`src/rtl/wav_voice_scheduler.sv`:
```
// ============================================================================
// Module   : wav_voice_scheduler
// Purpose  : Multi-voice one-shot sample playback sharing one sound-ROM port.
//            Optional build macro VOICE_LOOP_EN adds a per-voice loop input.
// Revision : 1.0 - initial release
// ============================================================================
`default_nettype none

module wav_voice_scheduler #(
  parameter int VOICES   = 4,
  parameter int ADDR_W   = 16,
  parameter int PRESCALE = 2177,
  parameter int MIX_W    = 11
) (
  input  logic                     clk,
  input  logic                     reset_n,
  input  logic [VOICES-1:0]        trig,
  input  logic [VOICES-1:0]        stop,
`ifdef VOICE_LOOP_EN
  input  logic [VOICES-1:0]        loop,
`endif
  input  logic [VOICES*ADDR_W-1:0] start_addr,
  input  logic [VOICES*ADDR_W-1:0] end_addr,
  output logic [ADDR_W-1:0]        rom_a,
  output logic                     rom_rd,
  input  logic [7:0]               rom_d,
  output logic [VOICES-1:0]        busy,
  output logic [VOICES*8-1:0]      voice_sample,
  output logic [MIX_W-1:0]         mix_out,
  output logic                     mix_valid
);

  localparam int c_VW = (VOICES > 1) ? $clog2(VOICES) : 1;
  localparam int c_PW = $clog2(PRESCALE + 1);
  localparam logic [c_VW-1:0] c_LAST_V   = c_VW'(VOICES - 1);
  localparam logic [c_PW-1:0] c_PRESCALE = c_PW'(PRESCALE);

  typedef enum logic [2:0] {
    ST_IDLE  = 3'd0,
    ST_ISSUE = 3'd1,
    ST_WAIT  = 3'd2,
    ST_CAPT  = 3'd3,
    ST_MIX   = 3'd4
  } state_t;

  state_t                   r_state;
  logic [c_PW-1:0]          r_presc;
  logic [c_VW-1:0]          r_vidx;
  logic [ADDR_W-1:0]        r_addr [VOICES];
  logic [VOICES-1:0]        r_busy;
  logic [VOICES-1:0][7:0]   r_sample;
  logic [ADDR_W-1:0]        r_rom_a;
  logic                     r_rom_rd;
  logic [MIX_W-1:0]         r_mix_out;
  logic                     r_mix_valid;

  logic                     w_tick;
  logic                     w_last;
  logic                     w_cur_busy;
  logic                     w_cur_loop;
  logic [ADDR_W-1:0]        w_cur_addr;
  logic [ADDR_W-1:0]        w_cur_end;
  logic [MIX_W-1:0]         w_mix;

  assign w_tick     = (r_presc == c_PRESCALE);
  assign w_last     = (r_vidx == c_LAST_V);
  assign w_cur_busy = r_busy[r_vidx];
  assign w_cur_addr = r_addr[r_vidx];
  assign w_cur_end  = end_addr[int'(r_vidx)*ADDR_W +: ADDR_W];

`ifdef VOICE_LOOP_EN
  logic [ADDR_W-1:0] w_cur_start;
  assign w_cur_start = start_addr[int'(r_vidx)*ADDR_W +: ADDR_W];
  assign w_cur_loop  = loop[r_vidx];
`else
  assign w_cur_loop  = 1'b0;
`endif

  // Only voices still busy after their capture contribute to the mix.
  always_comb begin
    w_mix = '0;
    for (int i = 0; i < VOICES; i++) begin
      if (r_busy[i]) w_mix = w_mix + MIX_W'(r_sample[i]);
    end
  end

  always_ff @(posedge clk or negedge reset_n) begin
    if (!reset_n) r_presc <= '0;
    else          r_presc <= w_tick ? '0 : r_presc + 1'b1;
  end

  always_ff @(posedge clk or negedge reset_n) begin
    if (!reset_n) begin
      r_state     <= ST_IDLE;
      r_vidx      <= '0;
      r_busy      <= '0;
      r_sample    <= {VOICES{8'h80}};
      r_rom_a     <= '0;
      r_rom_rd    <= 1'b0;
      r_mix_out   <= '0;
      r_mix_valid <= 1'b0;
      for (int i = 0; i < VOICES; i++) r_addr[i] <= '0;
    end else begin
      r_rom_rd    <= 1'b0;
      r_mix_valid <= 1'b0;
      case (r_state)
        ST_IDLE: begin
          if (w_tick) begin
            r_vidx  <= '0;
            r_state <= ST_ISSUE;
          end
        end
        ST_ISSUE: begin
          if (w_cur_busy) begin
            r_rom_a  <= w_cur_addr;
            r_rom_rd <= 1'b1;
            r_state  <= ST_WAIT;
          end else if (w_last) begin
            r_state <= ST_MIX;
          end else begin
            r_vidx <= r_vidx + 1'b1;
          end
        end
        ST_WAIT: r_state <= ST_CAPT;
        ST_CAPT: begin
          r_sample[r_vidx] <= rom_d;
          if (w_cur_addr == w_cur_end) begin
`ifdef VOICE_LOOP_EN
            if (w_cur_loop) r_addr[r_vidx] <= w_cur_start;
            else            r_busy[r_vidx] <= 1'b0;
`else
            if (!w_cur_loop) r_busy[r_vidx] <= 1'b0;
`endif
          end else begin
            r_addr[r_vidx] <= w_cur_addr + 1'b1;
          end
          if (w_last) r_state <= ST_MIX;
          else begin
            r_vidx  <= r_vidx + 1'b1;
            r_state <= ST_ISSUE;
          end
        end
        ST_MIX: begin
          r_mix_out   <= w_mix;
          r_mix_valid <= 1'b1;
          r_state     <= ST_IDLE;
        end
        default: r_state <= ST_IDLE;
      endcase
      // Later assignments override the capture update of busy/addr.
      for (int i = 0; i < VOICES; i++) begin
        if (trig[i]) begin
          r_busy[i] <= 1'b1;
          r_addr[i] <= start_addr[i*ADDR_W +: ADDR_W];
        end else if (stop[i]) begin
          r_busy[i] <= 1'b0;
        end
      end
    end
  end

  assign rom_a        = r_rom_a;
  assign rom_rd       = r_rom_rd;
  assign busy         = r_busy;
  assign voice_sample = r_sample;
  assign mix_out      = r_mix_out;
  assign mix_valid    = r_mix_valid;

`ifndef SYNTHESIS
  a_tick_in_idle: assert property (@(posedge clk) disable iff (!reset_n)
    w_tick |-> (r_state == ST_IDLE));
`endif

endmodule

`default_nettype wire

```
`config.mk`:
```
export PLATFORM = sky130hd
export DESIGN_NAME = wav_voice_scheduler
export DESIGN_NICKNAME = d
export VERILOG_FILES = /design/src/rtl/wav_voice_scheduler.sv
export SDC_FILE = /design/constraint.sdc
export NUM_CORES = 1
export LEC_CHECK = 0
export ABC_AREA = 1
export BUFFER_PORTS_ARGS = -buffer_cell sky130_fd_sc_hd__buf_2
export CAP_MARGIN = 20
export CORE_MARGIN = 2
export CORE_UTILIZATION = 35
export DETAILED_ROUTE_END_ITERATION = 6
export PLACE_DENSITY = 0.56
export SYNTH_ARGS = -nofsm -noshare
export SYNTH_HDL_FRONTEND = slang
export SYNTH_SLANG_ARGS = --single-unit
```
`constraint.sdc`:
```
create_clock -name clk -period 11.4 [get_ports clk]
set_clock_uncertainty 0.1 [all_clocks]
set_input_delay 0 -clock clk [delete_from_list [all_inputs] [get_ports clk]]
set_output_delay 0 -clock clk [all_outputs]
set_load 0.1 [all_outputs]
```
Yosys cells after proc, flatten, opt, wreduce, memory -nomap -nowiden

Index checks and enable logic that the tools add are counted.

Add/subtract/negate cells: 6
Multipliers: 0
Div/mod/pow operators: 0
$lt $le $gt $ge: 4
Equal/unequal tests: 14
Shift operators: 1
Multiplexer cells: 46
Bitwise operators: 3
Reduce and logical (&&, ||, !) cells: 27

Operators with widths:

| cell                                          | count |
|---|---|
| 2-to-1 mux 64 bit                             | 2 |
| 2-to-1 mux 16 bit                             | 7 |
| bitwise mux 64 bit                            | 1 |
| indexed part select 64 x 7 -> 16 bit          | 1 |
| adder 11 x 8 -> 11 bit                        | 3 |
| 2-to-1 mux 11 bit                             | 3 |
| binary-select mux 16 bit (select 2 bit)       | 1 |
| bitwise mux 32 bit                            | 1 |
| demux 16 bit (select 2 bit)                   | 1 |
| nonzero test 3 bit                            | 9 |
| AND reduction 2 bit                           | 10 |
| adder 16 x 1 -> 16 bit, second input constant | 1 |
| demux 8 bit (select 2 bit)                    | 1 |
| == test 16 bit                                | 1 |
| 2-to-1 mux 8 bit                              | 2 |
| 2-to-1 mux 1 bit                              | 13 |
| adder 12 x 1 -> 12 bit, second input constant | 1 |
| == test 12 bit, second input constant         | 1 |
| 2-to-1 mux 12 bit                             | 1 |
| 2-to-1 mux 3 bit                              | 4 |
| != test 2 bit, second input constant          | 6 |
| case mux 3 bit (4 select lines)               | 1 |
| 2-to-1 mux 4 bit                              | 2 |
| nonzero test 2 bit                            | 4 |
| other kinds (20)                              | 24 |

Flip-flop bits (word level): 146
Latch bits: 0
Bits in writable memories: 0
Memory bits (read-only): 0
Word-level logic and storage cells: 120
Memories: 0

Logic depth before layout (Yosys ltp)

Depth in word-level cells: 10
Gate-level depth with buffers: 32
Mapped depth without buffers: 31

Least setup slack after synthesis

Ideal clock, no wire load.

Path kind: flip-flop to flip-flop
From: reg r_busy[0], in the netlist busy[0]
To: reg r_mix_out[8], in the netlist mix_out[8]
Library setup time: 0.120 ns
Arrival time: 4.676 ns
Required time: 11.180 ns
Slack: 6.505 ns
Stages on the path, launching flop included: 32
Path buffers: 1
Clock period less this slack: 4.895 ns
Cells stage by stage: dfrtp_1 -> clkbuf_1 -> nand2_1 -> inv_1 -> ha_1 -> inv_1 -> fa_1 -> inv_1 -> a21oi_1 -> o21ai_0 -> xor2_1 -> nand2_1 -> o21ai_0 -> inv_1 -> ha_1 -> inv_1 -> o21ai_0 -> nand3_1 -> nand3_1 -> xor2_1 -> nand2_1 -> and2_1 -> ha_1 -> nand2_1 -> inv_1 -> nand4_1 -> o211ai_1 -> nand2_1 -> inv_1 -> nand2_1 -> nand3_1 -> nand2_1

Cells in the longest elaborated chain, start to end: 7

RTL lines:

| element                         | RTL line | source |
|---|---|---|
| start, declared                 | 50       | `logic [VOICES-1:0] r_busy;` |
| start signal, assigned          | 96       | `r_busy <= '0;` |
| start signal, assigned by index | 132      | `if (!w_cur_loop) r_busy[r_vidx] <= 1'b0;` |
| start signal, assigned by index | 153      | `r_busy[i] <= 1'b1;` |
| 2-to-1 mux 8 bit (*)            | 83       | `if (r_busy[i]) w_mix = w_mix + MIX_W'(r_sample[i]);` |
| adder 11 x 8 -> 11 bit          | 83       |  |
| 2-to-1 mux 11 bit (*)           | 83       |  |
| adder 11 x 8 -> 11 bit          | 83       |  |
| 2-to-1 mux 11 bit (*)           | 83       |  |
| adder 11 x 8 -> 11 bit          | 83       |  |
| 2-to-1 mux 11 bit (*)           | 83       |  |
| end signal, assigned            | 144      | `r_mix_out <= w_mix;` |
| end, declared                   | 54       | `logic [MIX_W-1:0] r_mix_out;` |

Every way passes the cells marked *; elsewhere a longest branch is shown, timed or not.
A chain may end at the register's enable or synchronous reset.

Worst setup path after layout

From: reg r_busy[0], in the netlist busy[0]
To: reg r_mix_out[10], in the netlist mix_out[10]

The elaborated chain is that of the path after synthesis.

==> impl_metrics.ini <==
[cells_and_area]
finalNonFillerCells = 2222
seq_area_um2 = 3660
multiInputGateArea_um2 = 5710
drive_gt1_share_pct = 14.7
synthToLayoutAreaGrowth_pct = 26.2
fillers = 3053
nNetsFinal = 2003
fin_area_um2 = 12800

[critical_path]
crit_required_ns = 11.63
reg2reg_to = mix_out[10]
critical_path_arrival_ns = 4.83
rr_startpoint = busy[0]
critPathMaxFanout = 10
cpPeakStageDelay_ns = 0.51
ff2ff_path_depth = 31
crit_slowest_cell = dfrtp_1
cp_top_family = adder cells
critPathKind = reg -> reg
critPathBufInv = 8
cp-end-kind = register
ff2ff_setup_slack_ns = 6.80
cp_num_cells = 31
start_kind = register

[hold_path]
hold_start = trig[1]
min_path_cells = 5
holdPathEnd = r_addr[47]
hp-class = in -> reg

[pwr]
ir_drop_mv = 0.102
p_int_mw = 1.04
sequentialPowerShare_pct = 36.1
switching_power_uw = 500
p_total_mw = 1.54
swShare_pct = 32.4
combPwrFrac_pct = 25.3
clock_power_share_pct = 38.6
power.density_nw_per_um2 = 120
p_leak_nw = 7.00

[synthesis]
synth_area_leaders = dfrtp_1, nand2_1, nand3_1, o21ai_0, inv_1
synthArstFlopShare_pct = 100
yosys.area.top_type_share_pct = 35.0
ys_ff_latch = 146
avgSynthCellArea_um2 = 6.48
syn_inst = 1567
yosysSeqAreaShare_pct = 36.0
syn_nets = 1746
yosysMostFrequentCell = nand2_1
netlist_area_um2 = 10100
synth_edf_count = 0
yosys_warnings = 0
synth_ff_type = dfrtp_1
synth_top_area_cell = dfrtp_1
synthDistinctLibCells = 35
synth_common_cells = nand2_1, nand3_1, dfrtp_1, o21ai_0, inv_1

[placement]
dpl_cell_area_um2 = 11400
io_buffers = 210
dp_cells = 2107
gp_congestion = 0.906
hpwl_um = 27500
pre_cts_slack_ns = 6.81

[clock_tree]
htree_levels = 4
cts_resized = 0
insertion_delay_ns = 0.44
cts_sinks = 146
cts_tree = done
cts_max_path_buffers = 2
cts-root-buf = clkbuf_16
clkTransAtPathRegs_ns = 0.07
cts_buffers = 17

[route]
drcViolationCount = 0
vias_per_cell = 5.03
ant_nets = 0
drt_iter0_drc = 812
wl_per_cell_um = 16.7
vias = 11200
wl_um = 37200
firstDrtPassIters = 6

[sta]
relSlewSlack_pct = 36.2
fmax_mhz = 217
period_needed_ns = 4.60
finalMaxSlewViolations = 0
hold_violations = 0
setup_tns_ns = 0
post-route-period-util_pct = 40.4
worst_slack_ns = 6.80
setup_viol = 0
rsz0062_at_grt = false
tightest_slew_ns = 0.958

[grt]
track_usage_pct = 24.7
use_met2_pct = 40.6
globalRoute.totalOverflow = 0
grt.busiest_layer = met2
grt_pass1_wl_um = 58200
grt_max_degree = 100
met3_usage_pct = 3.46
grt_pass1_vias = 10700
met1_usage_pct = 32.8
antenna_found_initial = 1

[floorplanning]
rows = 62
fp.dieW_um = 174
core_region_area_um2 = 28600
die_area_um2 = 30400
io_pins = 211
start_util_pct = 35.5
die_height_um = 174

[run]
cap_violations = 0

[status]
status = finished clean
layer usage:
| metal | share of wire (%) | vias to the layer above |
|---|---|---|
| met5 | 0 | - |
| met4 | 3.6 | 0 |
| met3 | 6.6 | 62 |
| met2 | 46 | 421 |
| met1 | 44 | 5159 |
| li1 | - | 5540 |
layout by cell type, fill, tap and decap left out, types with 3 or more instances in the layout:
cell           synthesis  layout
clkbuf_8               0       3
nand2_1              724     724
xor2_1                15      15
nor3_1                 7       7
ha_1                  30      30
nor2_2                 3       3
clkbuf_16              0      17
dfstp_2                4       4
buf_4                  9       5
inv_1                104     104
dfrtp_1              142     140
buf_2                 12     209
o21ai_0              109     109
nor2_1                64      64
nand4_1               11      11
and2_1                 4       4
nand2_4                9       9
inv_2                  3       3
dlygate4sd3_1          0      82
a21oi_1               27      27
o31ai_1                3       3
bufinv_16              0       3
clkbuf_1              28       4
clkinv_1               5       5
fa_1                   3       3
nand3_1              223     223
cell families after synthesis:
| family | Yosys count | share of synthesized area, % |
|---|---|---|
| muxes | 1 | 0.0986 |
| buffers and inverters | 173 | 7.67 |
| DFF | 146 | 36.0 |
| xor gates and xnor gates | 17 | 1.47 |
| and+or+nand+nor | 1051 | 43.0 |
| adders and majority gates | 33 | 4.29 |
| AOI/OAI and AO/OA | 146 | 7.46 |
sequential cells by signal, indices dropped and copies added (netlist names):
| name | flops |
|---|---|
| r_state | 3 |
| r_presc | 12 |
| voice_sample | 32 |
| mix_out | 11 |
| r_addr | 64 |
| rom_rd | 1 |
| rom_a | 16 |
| r_vidx | 2 |
| mix_valid | 1 |
| busy | 4 |
per-stage QoR:
stage | utilization, % | hold WS (ns)
2_1_floorplan | - | -0.396
3_3_place_gp | 39.8 | 0.105
3_5_place_dp | 39.8 | 0.0947
4_1_cts | 44.8 | 0.000608
5_1_grt | 44.8 | 0.0481
6_report | 44.8 | 0.0129
how the worst max path moves through the flow:
stage,from,slack [ns],end
after global routing,busy[0],6.22,mix_out[8]
after CTS,busy[0],6.79,mix_out[10]
final,busy[0],6.80,mix_out[10]
after floorplan,busy[0],6.50,mix_out[8]
after detailed placement,busy[0],6.81,mix_out[8]
after global placement,busy[0],6.95,mix_out[8]
tightest hold or removal path: stages:
cell and delay [ns]:
buf_2 0.24, nand2_1 0.11, nand2_1 0.05, nand2_1 0.06
nand2_1 0.04
what timing repair did:
action | CTS | global route
buffers inserted | 0 | 0
setup endpoints to repair | 0 | 0
endpoints found under the hold margin | 194 | 0
hold buffers | 82 | 0
final cells by class:
class	count	share of cell area [%]
antenna	1	0.0195
inverter	114	3.38
timing repair buffer	297	15.0
sequential	146	28.6
tap	384	3.75
clock buffer	24	3.76
multi-input combinational	1248	44.6
clock inverter	8	0.977
power groups by stage:
stage               combinational [mW]  sequential (mW)  clock [mW]
floorplan                        0.232            0.571           0
global placement                 0.363            0.565           0
detailed placement               0.364            0.566           0
CTS                              0.387            0.556       0.604
global route                     0.440            0.559       0.624
finish                           0.389            0.556       0.595
Power figures use the tool's default switching activity.
